`config.mk`:
```
export PLATFORM = sky130hd
export DESIGN_NAME = cronometro_bcd
export DESIGN_NICKNAME = d
export VERILOG_FILES = /design/src/rtl/cronometro_pkg.sv /design/src/rtl/contador_bcd.sv /design/src/rtl/cronometro_bcd.sv
export SDC_FILE = /design/constraint.sdc
export NUM_CORES = 1
export LEC_CHECK = 0
export CAP_MARGIN = 5
export CORE_MARGIN = 1.5
export CORE_UTILIZATION = 62
export CTS_BUF_LIST = sky130_fd_sc_hd__clkbuf_4
export DETAILED_ROUTE_END_ITERATION = 12
export GPL_TIMING_DRIVEN = 0
export PLACE_DENSITY = 0.88
export SLEW_MARGIN = 20
export SYNTH_ARGS = -nofsm -noshare
export SYNTH_HDL_FRONTEND = slang
export SYNTH_SLANG_ARGS = --single-unit
```
`constraint.sdc`:
```
create_clock -name clk -period 4 [get_ports clk]
set_clock_uncertainty 0.1 [all_clocks]
set_input_delay 0.8 -clock clk [delete_from_list [all_inputs] [get_ports clk]]
set_output_delay 0.8 -clock clk [all_outputs]
set_load 0.02 [all_outputs]
```
`src/rtl/cronometro_pkg.sv`:
```
// Shared definitions for the BCD stopwatch: FSM state encoding and the
// per-digit moduli (cs units, cs tens, s units, s tens, min units, min tens).
package cronometro_pkg;

  typedef enum logic {
    PARADO   = 1'b0,
    CONTANDO = 1'b1
  } estado_t;

  localparam int unsigned MOD_CS_U = 10;
  localparam int unsigned MOD_CS_D = 10;
  localparam int unsigned MOD_S_U  = 10;
  localparam int unsigned MOD_S_D  = 6;
  localparam int unsigned MOD_M_U  = 10;
  localparam int unsigned MOD_M_D  = 6;

endpackage

```
`src/rtl/contador_bcd.sv`:
```
// One decimal digit of the stopwatch: counts 0..MODULO-1 on en, clears on clr,
// and raises co combinationally on the enable that wraps it.
module contador_bcd #(
  parameter int unsigned MODULO = 10
) (
  input  logic       clk,
  input  logic       rst,
  input  logic       clr,
  input  logic       en,
  output logic [3:0] q,
  output logic       co
);

  assign co = en && (q == 4'(MODULO - 1));

  // NOTE: sequential state uses <= so every flop samples pre-edge values.
  always_ff @(posedge clk) begin
    if (rst || clr) q <= '0;
    else if (en)    q <= co ? 4'd0 : q + 4'd1;
  end

endmodule

```
`src/rtl/cronometro_bcd.sv`:
```
// mm:ss.cc BCD stopwatch with run/stop, clear and an optional lap freeze
// (lap feature compiled in only with macro CRONOMETRO_VOLTA_EN).
module cronometro_bcd
  import cronometro_pkg::*;
#(
  parameter int unsigned CLK_FREQ = 50000000,
  parameter int unsigned TICK_HZ  = 100
) (
  input  logic       clk,
  input  logic       rst,
  input  logic       start_stop,
  input  logic       zerar,
  input  logic       volta,
  output logic [3:0] dig0,
  output logic [3:0] dig1,
  output logic [3:0] dig2,
  output logic [3:0] dig3,
  output logic [3:0] dig4,
  output logic [3:0] dig5,
  output logic       rodando,
  output logic       estouro
);

  localparam int unsigned DIV = CLK_FREQ / TICK_HZ;
  localparam int unsigned PW  = (DIV > 1) ? $clog2(DIV) : 1;
  localparam logic [PW-1:0] PRESC_MAX = PW'(DIV - 1);

  estado_t       estado;
  logic [PW-1:0] presc;
  logic          ss_r, ss_p, zr_r, zr_p, vt_r, vt_p;
  logic          ss_edge, zr_edge, vt_edge, ss_act, tick;
  logic [3:0]    q0, q1, q2, q3, q4, q5;
  logic          c0, c1, c2, c3, c4, c5;

  always_ff @(posedge clk) begin
    if (rst) begin
      {ss_r, ss_p, zr_r, zr_p, vt_r, vt_p} <= '0;
    end else begin
      ss_r <= start_stop;
      ss_p <= ss_r;
      zr_r <= zerar;
      zr_p <= zr_r;
      vt_r <= volta;
      vt_p <= vt_r;
    end
  end

  assign ss_edge = ss_r & ~ss_p;
  assign zr_edge = zr_r & ~zr_p;
  assign vt_edge = vt_r & ~vt_p;
  // A clear swallows a coincident run/stop request.
  assign ss_act  = ss_edge & ~zr_edge;
  assign tick    = (estado == CONTANDO) && (presc == PRESC_MAX);

  always_ff @(posedge clk) begin
    if (rst) begin
      estado  <= PARADO;
      rodando <= 1'b0;
      estouro <= 1'b0;
    end else begin
      estouro <= c5;
      if (ss_act) begin
        estado  <= (estado == PARADO) ? CONTANDO : PARADO;
        rodando <= (estado == PARADO);
      end
    end
  end

  always_ff @(posedge clk) begin
    if (rst || zr_edge)         presc <= '0;
    else if (estado == CONTANDO) presc <= tick ? '0 : presc + 1'b1;
  end

  contador_bcd #(.MODULO(MOD_CS_U)) u_dig0 (.clk(clk), .rst(rst), .clr(zr_edge),
    .en(tick & ~zr_edge), .q(q0), .co(c0));
  contador_bcd #(.MODULO(MOD_CS_D)) u_dig1 (.clk(clk), .rst(rst), .clr(zr_edge),
    .en(c0), .q(q1), .co(c1));
  contador_bcd #(.MODULO(MOD_S_U))  u_dig2 (.clk(clk), .rst(rst), .clr(zr_edge),
    .en(c1), .q(q2), .co(c2));
  contador_bcd #(.MODULO(MOD_S_D))  u_dig3 (.clk(clk), .rst(rst), .clr(zr_edge),
    .en(c2), .q(q3), .co(c3));
  contador_bcd #(.MODULO(MOD_M_U))  u_dig4 (.clk(clk), .rst(rst), .clr(zr_edge),
    .en(c3), .q(q4), .co(c4));
  contador_bcd #(.MODULO(MOD_M_D))  u_dig5 (.clk(clk), .rst(rst), .clr(zr_edge),
    .en(c4), .q(q5), .co(c5));

`ifdef CRONOMETRO_VOLTA_EN
  logic       congelado;
  logic [3:0] lap [6];

  always_ff @(posedge clk) begin
    if (rst || zr_edge) begin
      congelado <= 1'b0;
    end else if (estado == CONTANDO) begin
      if (ss_act)       congelado <= 1'b0;
      else if (vt_edge) congelado <= ~congelado;
    end
  end

  // NOTE: the lap snapshot needs no reset; it is only visible while congelado is set.
  always_ff @(posedge clk) begin
    if ((estado == CONTANDO) && !ss_act && !zr_edge && vt_edge && !congelado)
      lap <= '{q0, q1, q2, q3, q4, q5};
  end

  assign dig0 = congelado ? lap[0] : q0;
  assign dig1 = congelado ? lap[1] : q1;
  assign dig2 = congelado ? lap[2] : q2;
  assign dig3 = congelado ? lap[3] : q3;
  assign dig4 = congelado ? lap[4] : q4;
  assign dig5 = congelado ? lap[5] : q5;
`else
  logic unused_volta;
  assign unused_volta = vt_edge;

  assign dig0 = q0;
  assign dig1 = q1;
  assign dig2 = q2;
  assign dig3 = q3;
  assign dig4 = q4;
  assign dig5 = q5;
`endif

endmodule

```
==> results of run 1 <==
stage by stage:
stage / cell area [µm²] / hold slack [ps] / total power, µW / instances
after detailed placement: 2850 / 366 / 537 / 363
after floorplan: 2500 / 329 / 524 / 286
after global placement: 2850 / 346 / 536 / 363
after CTS: 2900 / 388 / 744 / 370
after global routing: 2900 / 397 / 767 / 370
final: 2900 / 382 / 741 / 370
layout by cell type, fill, tap and decap left out, types with 2 or more instances in the layout:
master,n
dfxtp_1,49
buf_2,2
nor2b_1,5
xor2_1,4
nand2_1,22
a21oi_1,16
nor3_1,8
or2_2,3
nand3b_1,4
or4_1,5
nand4b_1,3
and3b_1,2
clkdlybuf4s50_1,29
and2_1,3
xnor2_1,17
and3_1,4
nand2b_1,2
mux2i_1,5
nor3b_1,4
nor4_1,2
or3_1,7
and2b_1,2
ha_1,13
inv_1,12
nor2_1,43
o21ai_0,6
nand4_1,10
clkbuf_4,6
clkbuf_1,3
nand3_1,10
flip-flops by register name, indices dropped and copies added (netlist names):
| name | flops |
|---|---|
| u_dig1.q | 4 |
| zr_p | 1 |
| zr_r | 1 |
| u_dig0.q | 4 |
| rodando | 1 |
| u_dig2.q | 4 |
| ss_r | 1 |
| estouro | 1 |
| u_dig5.q | 4 |
| u_dig3.q | 4 |
| u_dig4.q | 4 |
| ss_p | 1 |
| presc | 19 |
power by group through the flow:
stage | combinational, µW | clock (µW) | sequential (µW)
after floorplan | 19.0 | 0 | 505
after detailed placement | 31.9 | 0 | 505
after global placement | 31.6 | 0 | 505
after CTS | 32.1 | 218 | 494
after global routing | 34.9 | 238 | 495
final | 31.7 | 215 | 494
synthesized netlist by cell type (3+ instances only):
master     n  area (µm²)
ha_1      13         163
dfxtp_1   49         981
inv_1     12        45.0
xor2_1     4        35.0
nand4b_1   3        26.3
nor2_1    43         161
nand3b_1   4        30.0
a21oi_1   16        80.1
nor2b_1    5        31.3
or4_1      5        37.5
or2_2      3        18.8
nor3_1     8        40.0
clkbuf_1   3        11.3
nor3b_1    4        30.0
nand3_1   10        50.1
and3_1     4        25.0
and2_1     3        18.8
xnor2_1   17         149
o21ai_0    6        30.0
nand2_1   22        82.6
or3_1      7        43.8
mux2i_1    5        50.1
nand4_1   10        62.6
worst paths after layout:
kind,slack (ps),end,from,cells after the start
setup / recovery,1430,presc[12],presc[0],7
hold reg to reg,380,zr_p,zr_r,1
setup reg to reg,1430,presc[12],presc[0],7
hold / removal,380,zr_p,zr_r,1
worst register-to-register path, delay by kind of cell, from the launching register on:
kind                     cells  cell delay, ps
AND/OR/NAND/NOR              5            1250
flip-flops                   1             430
buffers and inverters        1             380
adder cells (fa/ha/maj)      1             280
cells by family (layout without fill, tap and decap cells):
family                     after synthesis  after routing  share of synthesized area
adders and majority gates               13             13                     0.0651
and+or+nand+nor                        150            150                      0.346
muxes                                    6              6                     0.0245
DFF                                     49             49                      0.393
xor gates and xnor gates                21             21                     0.0736
AOI/OAI and AO/OA                       28             28                     0.0636
buffers and inverters                   19             55                     0.0346
metal layers:
layer,vias to the layer above,part of all wire,global-route usage
li1,1068,-,-
met1,967,0.47,0.318
met2,37,0.48,0.399
met3,5,0.039,0.0591
met4,0,0.010,0.0612
met5,-,0,0
cell type report:
| class | instances | area (µm²) |
|---|---|---|
| sequential | 49 | 981 |
| clock buffer | 6 | 45.0 |
| multi-input combinational | 218 | 1430 |
| timing repair buffer | 29 | 290 |
| buffer | 7 | 41.3 |
| tap | 48 | 60.1 |
| fill | 286 | 873 |
| inverter | 12 | 45.0 |
| clock inverter | 1 | 3.75 |
==> run_results.csv, run 1 <==
group,metric,value,unit
run_status,status,"completed",
final_layout,antenna_cells,0,
clock_tree,root_buffer,"clkbuf_4",
worst_setup_path,path_class,"reg -> reg",
global_routing,grt.overflow.total,0,
yosys,yosysWarnings,0,
timing,layout_setup_ws,1430,ps
place,dp_hpwl,3540,µm
floorplanning,fp.coreArea,3770,µm²
power,pwr-share-seq,0.667,
yosys,syn-instance-count,286,
clock_tree,ctsLongestPathBuffers,2,
timing,post-route-period-util,0.641,
yosys,synth_seq_area_share,0.393,
yosys,synth-seq-cells,49,
yosys,synth_nets,304,
clock_tree,cts_resized,0,
clock_tree,cts_max_level,2,
floorplanning,dieArea,4420,µm²
detailed_routing,finalWirelength,4780,µm
detailed_routing,drc,0,
power,p_leak,0.000999,µW
timing,fin_setup_tns,0,ps
timing,min_period,2570,ps
detailed_routing,drt_iter0_markers,136,
timing,finalHoldViolCount,0,
power,combPwrFrac,0.043,
place,place_ws,1270,ps
detailed_routing,vias,2077,
clock_tree,cts_tree,"built",
timing,fmax,0.390,GHz
yosys,avgSynthCellArea,8.74,µm²
floorplanning,io_pins,31,
global_routing,grt_antenna_before_repair,0,
power,clockPowerShare,0.290,
global_routing,grt_pass1_wl,8330,µm
clock_tree,clkTransAtPathRegs,120,ps
job,drv_cap,0,
global_routing,grt_max_degree,14,
floorplanning,start_util,0.663,
worst_setup_path,critPathTopFamily,"simple AND/OR/NAND/NOR gates",
clock_tree,numCtsBuffers,5,
timing,tightest_slew,440,ps
detailed_routing,drtAntennaViolNets,0,
worst_setup_path,crit_fanout,10,
final_layout,syn2layout_area_growth,16.0,%
yosys,yosys_most_used_dff,"dfxtp_1",
timing,setup_viol,0,
power,p_sw,166,µW
clock_tree,post-cts-setup-buffers,0,
final_layout,nNetsFinal,340,
worst_setup_path,cp_slowest_stage_delay,530,ps
place,finalWeightedCongestion,0.862,
final_layout,drive_gt1_frac,0.0683,
yosys,ys_types,48,
worst_setup_path,cp.required,4130,ps
worst_setup_path,cp-start-kind,"flip-flop",
yosys,synth-edff-count,0,
detailed_routing,wire_per_inst,12.9,µm
global_routing,grt_use_total,0.242,
clock_tree,cts.sinks,49,
global_routing,grt_pass1_vias,1882,
timing,rsz0062_at_grt,"no",
yosys,netlist_area,2500,µm²
timing,drv_slew,0,
power,ir_drop,0.000283,V
place,io_buffers,29,
final_layout,final_util,0.768,
clock_tree,cts-hold-fix-buffers,0,
floorplanning,die_w,66.5,µm
worst_setup_path,worstPathCellList,"ha_1, or4b_4, nor2_1, nand2_1, nand2_1, clkbuf_1, nor2_1",
worst_setup_path,arrival,2700,ps
power,p_per_area,256,nW/µm²
worst_setup_path,crit_path_end_kind,"flip-flop",
detailed_routing,drtPass1Iterations,4,
floorplanning,die_height,66.5,µm
timing,maxSlewHeadroom,0.706,
detailed_routing,avgViaCountPerCell,5.61,
floorplanning,row_count,22,
power,intPower,575,µW
worst_setup_path,slowest_stage,"or4b_4",
yosys,async_flop_share,0,
worst_setup_path,crit_buf_inv,1,
power,sw_frac_of_total,0.224,
min_path,hold_class,"reg -> reg",
clock_tree,clock_latency,360,ps
(Power assumes the default switching activity.)
==> run 2: changes to the inputs <==
--- a/config.mk
+++ b/config.mk
@@ -7,11 +7,11 @@
 export LEC_CHECK = 0
 export CAP_MARGIN = 5
 export CORE_MARGIN = 1.5
-export CORE_UTILIZATION = 62
+export CORE_UTILIZATION = 52
 export CTS_BUF_LIST = sky130_fd_sc_hd__clkbuf_4
 export DETAILED_ROUTE_END_ITERATION = 12
 export GPL_TIMING_DRIVEN = 0
-export PLACE_DENSITY = 0.88
+export PLACE_DENSITY = 0.78
 export SLEW_MARGIN = 20
 export SYNTH_ARGS = -nofsm -noshare
 export SYNTH_HDL_FRONTEND = slang
==> constraint.sdc (replaced) <==
create_clock -name clk -period 2.1 [get_ports clk]
set_clock_uncertainty 0.1 [all_clocks]
set_input_delay 0.42 -clock clk [delete_from_list [all_inputs] [get_ports clk]]
set_output_delay 0.42 -clock clk [all_outputs]
set_load 0.02 [all_outputs]
==> run_results.csv, run 2 (synthesized netlist as in run 1, its figures left out) <==
group,metric,value,unit
floorplanning,die_height,72.3,µm
detailed_routing,vias,2155,
power,ir_drop,0.000374,V
timing,setup_viol,7,
worst_setup_path,crit_fanout,4,
power,p_per_area,456,nW/µm²
timing,fmax,0.452,GHz
global_routing,grt.overflow.total,0,
timing,min_period,2210,ps
detailed_routing,drt_iter0_markers,44,
final_layout,drive_gt1_frac,0.168,
timing,finalHoldViolCount,0,
floorplanning,dieArea,5230,µm²
global_routing,grt_pass1_vias,1926,
worst_setup_path,ff2ff_path_depth,8,
place,finalWeightedCongestion,0.796,
detailed_routing,drc,0,
place,io_buffers,29,
final_layout,nFillCells,382,
worst_setup_path,crit_start,"presc[0]",
floorplanning,start_util,0.536,
floorplanning,fp.coreArea,4660,µm²
final_layout,largest_register_ffs,19,
min_path,holdCritStartpoint,"ss_r",
floorplanning,die_w,72.3,µm
timing,drv_slew,0,
final_layout,final_cell_mix,"44 x dfxtp_1, 43 x nor2_1, 29 x clkdlybuf4s50_1",
run_status,status,"finished, violations left",
final_layout,syn2layout_area_growth,25.1,%
worst_setup_path,cp-start-kind,"flip-flop",
timing,rsz0062_at_grt,"yes",
worst_setup_path,r2r_slack,-110,ps
worst_setup_path,rr_endpoint,"u_dig3.q[3]",
clock_tree,cts_tree,"built",
min_path,min_path_cells,1,
worst_setup_path,crit_path_end_kind,"flip-flop",
place,place_ws,-317,ps
timing,maxSlewHeadroom,0.667,
timing,layout_setup_ws,-112,ps
clock_tree,cts.sinks,49,
floorplanning,io_pins,31,
timing,tightest_slew,498,ps
detailed_routing,avgViaCountPerCell,5.55,
global_routing,grt_pass1_wl,8740,µm
final_layout,mostFrequentLayoutCell,"dfxtp_1",
detailed_routing,wire_per_inst,13.5,µm
floorplanning,row_count,25,
clock_tree,cts_max_level,2,
clock_tree,clkTransAtPathRegs,140,ps
final_layout,stdcell_area,3130,µm²
final_layout,antenna_cells,0,
job,drv_cap,0,
detailed_routing,drtAntennaViolNets,0,
worst_setup_path,path_class,"reg -> reg",
detailed_routing,drtPass1Iterations,4,
detailed_routing,finalWirelength,5250,µm
timing,post-route-period-util,1.05,
clock_tree,root_buffer,"clkbuf_4",
final_layout,nNetsFinal,351,
global_routing,grt_max_degree,15,
clock_tree,cts-hold-fix-buffers,0,
min_path,holdPathEnd,"ss_p",
place,placed_area,2880,µm²
power,p_leak,0.00113,µW
place,dp_hpwl,3610,µm
clock_tree,clock_latency,370,ps
run_status,violations,"negative setup slack",
min_path,hold_class,"reg -> reg",
timing,whs,376,ps
clock_tree,numCtsBuffers,5,
clock_tree,ctsLongestPathBuffers,2,
final_layout,regMostFlops,"presc",
global_routing,grt_antenna_before_repair,0,
global_routing,grt_use_total,0.212,
worst_setup_path,cp.required,2260,ps
worst_setup_path,arrival,2370,ps
worst_setup_path,reg2reg_from,"presc[0]",
run 2: layer usage:
metal  part of all wire  routed length (µm)  global-route usage  up-vias
li1                   -                   -                   -     1093
met1               0.46                2400               0.273     1024
met2               0.50                2610               0.354       29
met3              0.026                 135              0.0375        9
met4              0.019                  98              0.0797        0
met5                  0                   0                   0        -
run 2: how the worst max path moves through the flow:
stage | to | slack (ps) | cells after the start
4_1_cts | u_dig5.q[0] | -80 | 6
2_1_floorplan | u_dig4.q[3] | -4 | 7
5_1_grt | u_dig3.q[3] | -180 | 8
6_report | u_dig3.q[3] | -110 | 8
3_3_place_gp | presc[11] | -270 | 6
3_5_place_dp | presc[3] | -320 | 6
run 2: report_power, final:
part	leakage (µW)	internal, µW	switching, µW
logic	0.000697	27.3	40.4
registers	0.000399	935	4.48
clock network	0.0000300	122	295
run 2: timing repair:
item	4_1_cts	5_1_grt
pin swaps	14	3
gates resized for setup	13	13
buffers inserted	10	0
endpoints found under the setup margin	27	34
gates cloned	1	0
run 2: layout make-up:
| class | instances | area, µm² | area share |
|---|---|---|---|
| clock inverters | 3 | 12.5 | 0.00400 |
| inverters | 12 | 45.0 | 0.0144 |
| plain buffers | 7 | 51.3 | 0.0164 |
| well taps | 54 | 67.6 | 0.0216 |
| multi-input cells | 219 | 1550 | 0.496 |
| clock buffers | 5 | 37.5 | 0.0120 |
| repair buffers | 39 | 369 | 0.118 |
| flip-flops and latches | 49 | 992 | 0.317 |
run 2: per-stage QoR:
stage	setup TNS [ps]	power, µW	utilization	instances
global route	-1920	1480	0.671	388
detailed placement	-4970	1020	0.618	369
global placement	-4170	1020	0.618	369
floorplan	-8.56	998	-	286
finish	-301	1420	0.671	388
CTS	-376	1440	0.659	388
run 2: worst max-delay path: stages (launching register included):
cell and delay [ps]:
dfxtp_4 380, ha_4 120, or4b_4 490, nor3_4 220, buf_6 150, buf_4 120
nand4b_2 170, o21ai_0 280, a21oi_2 80
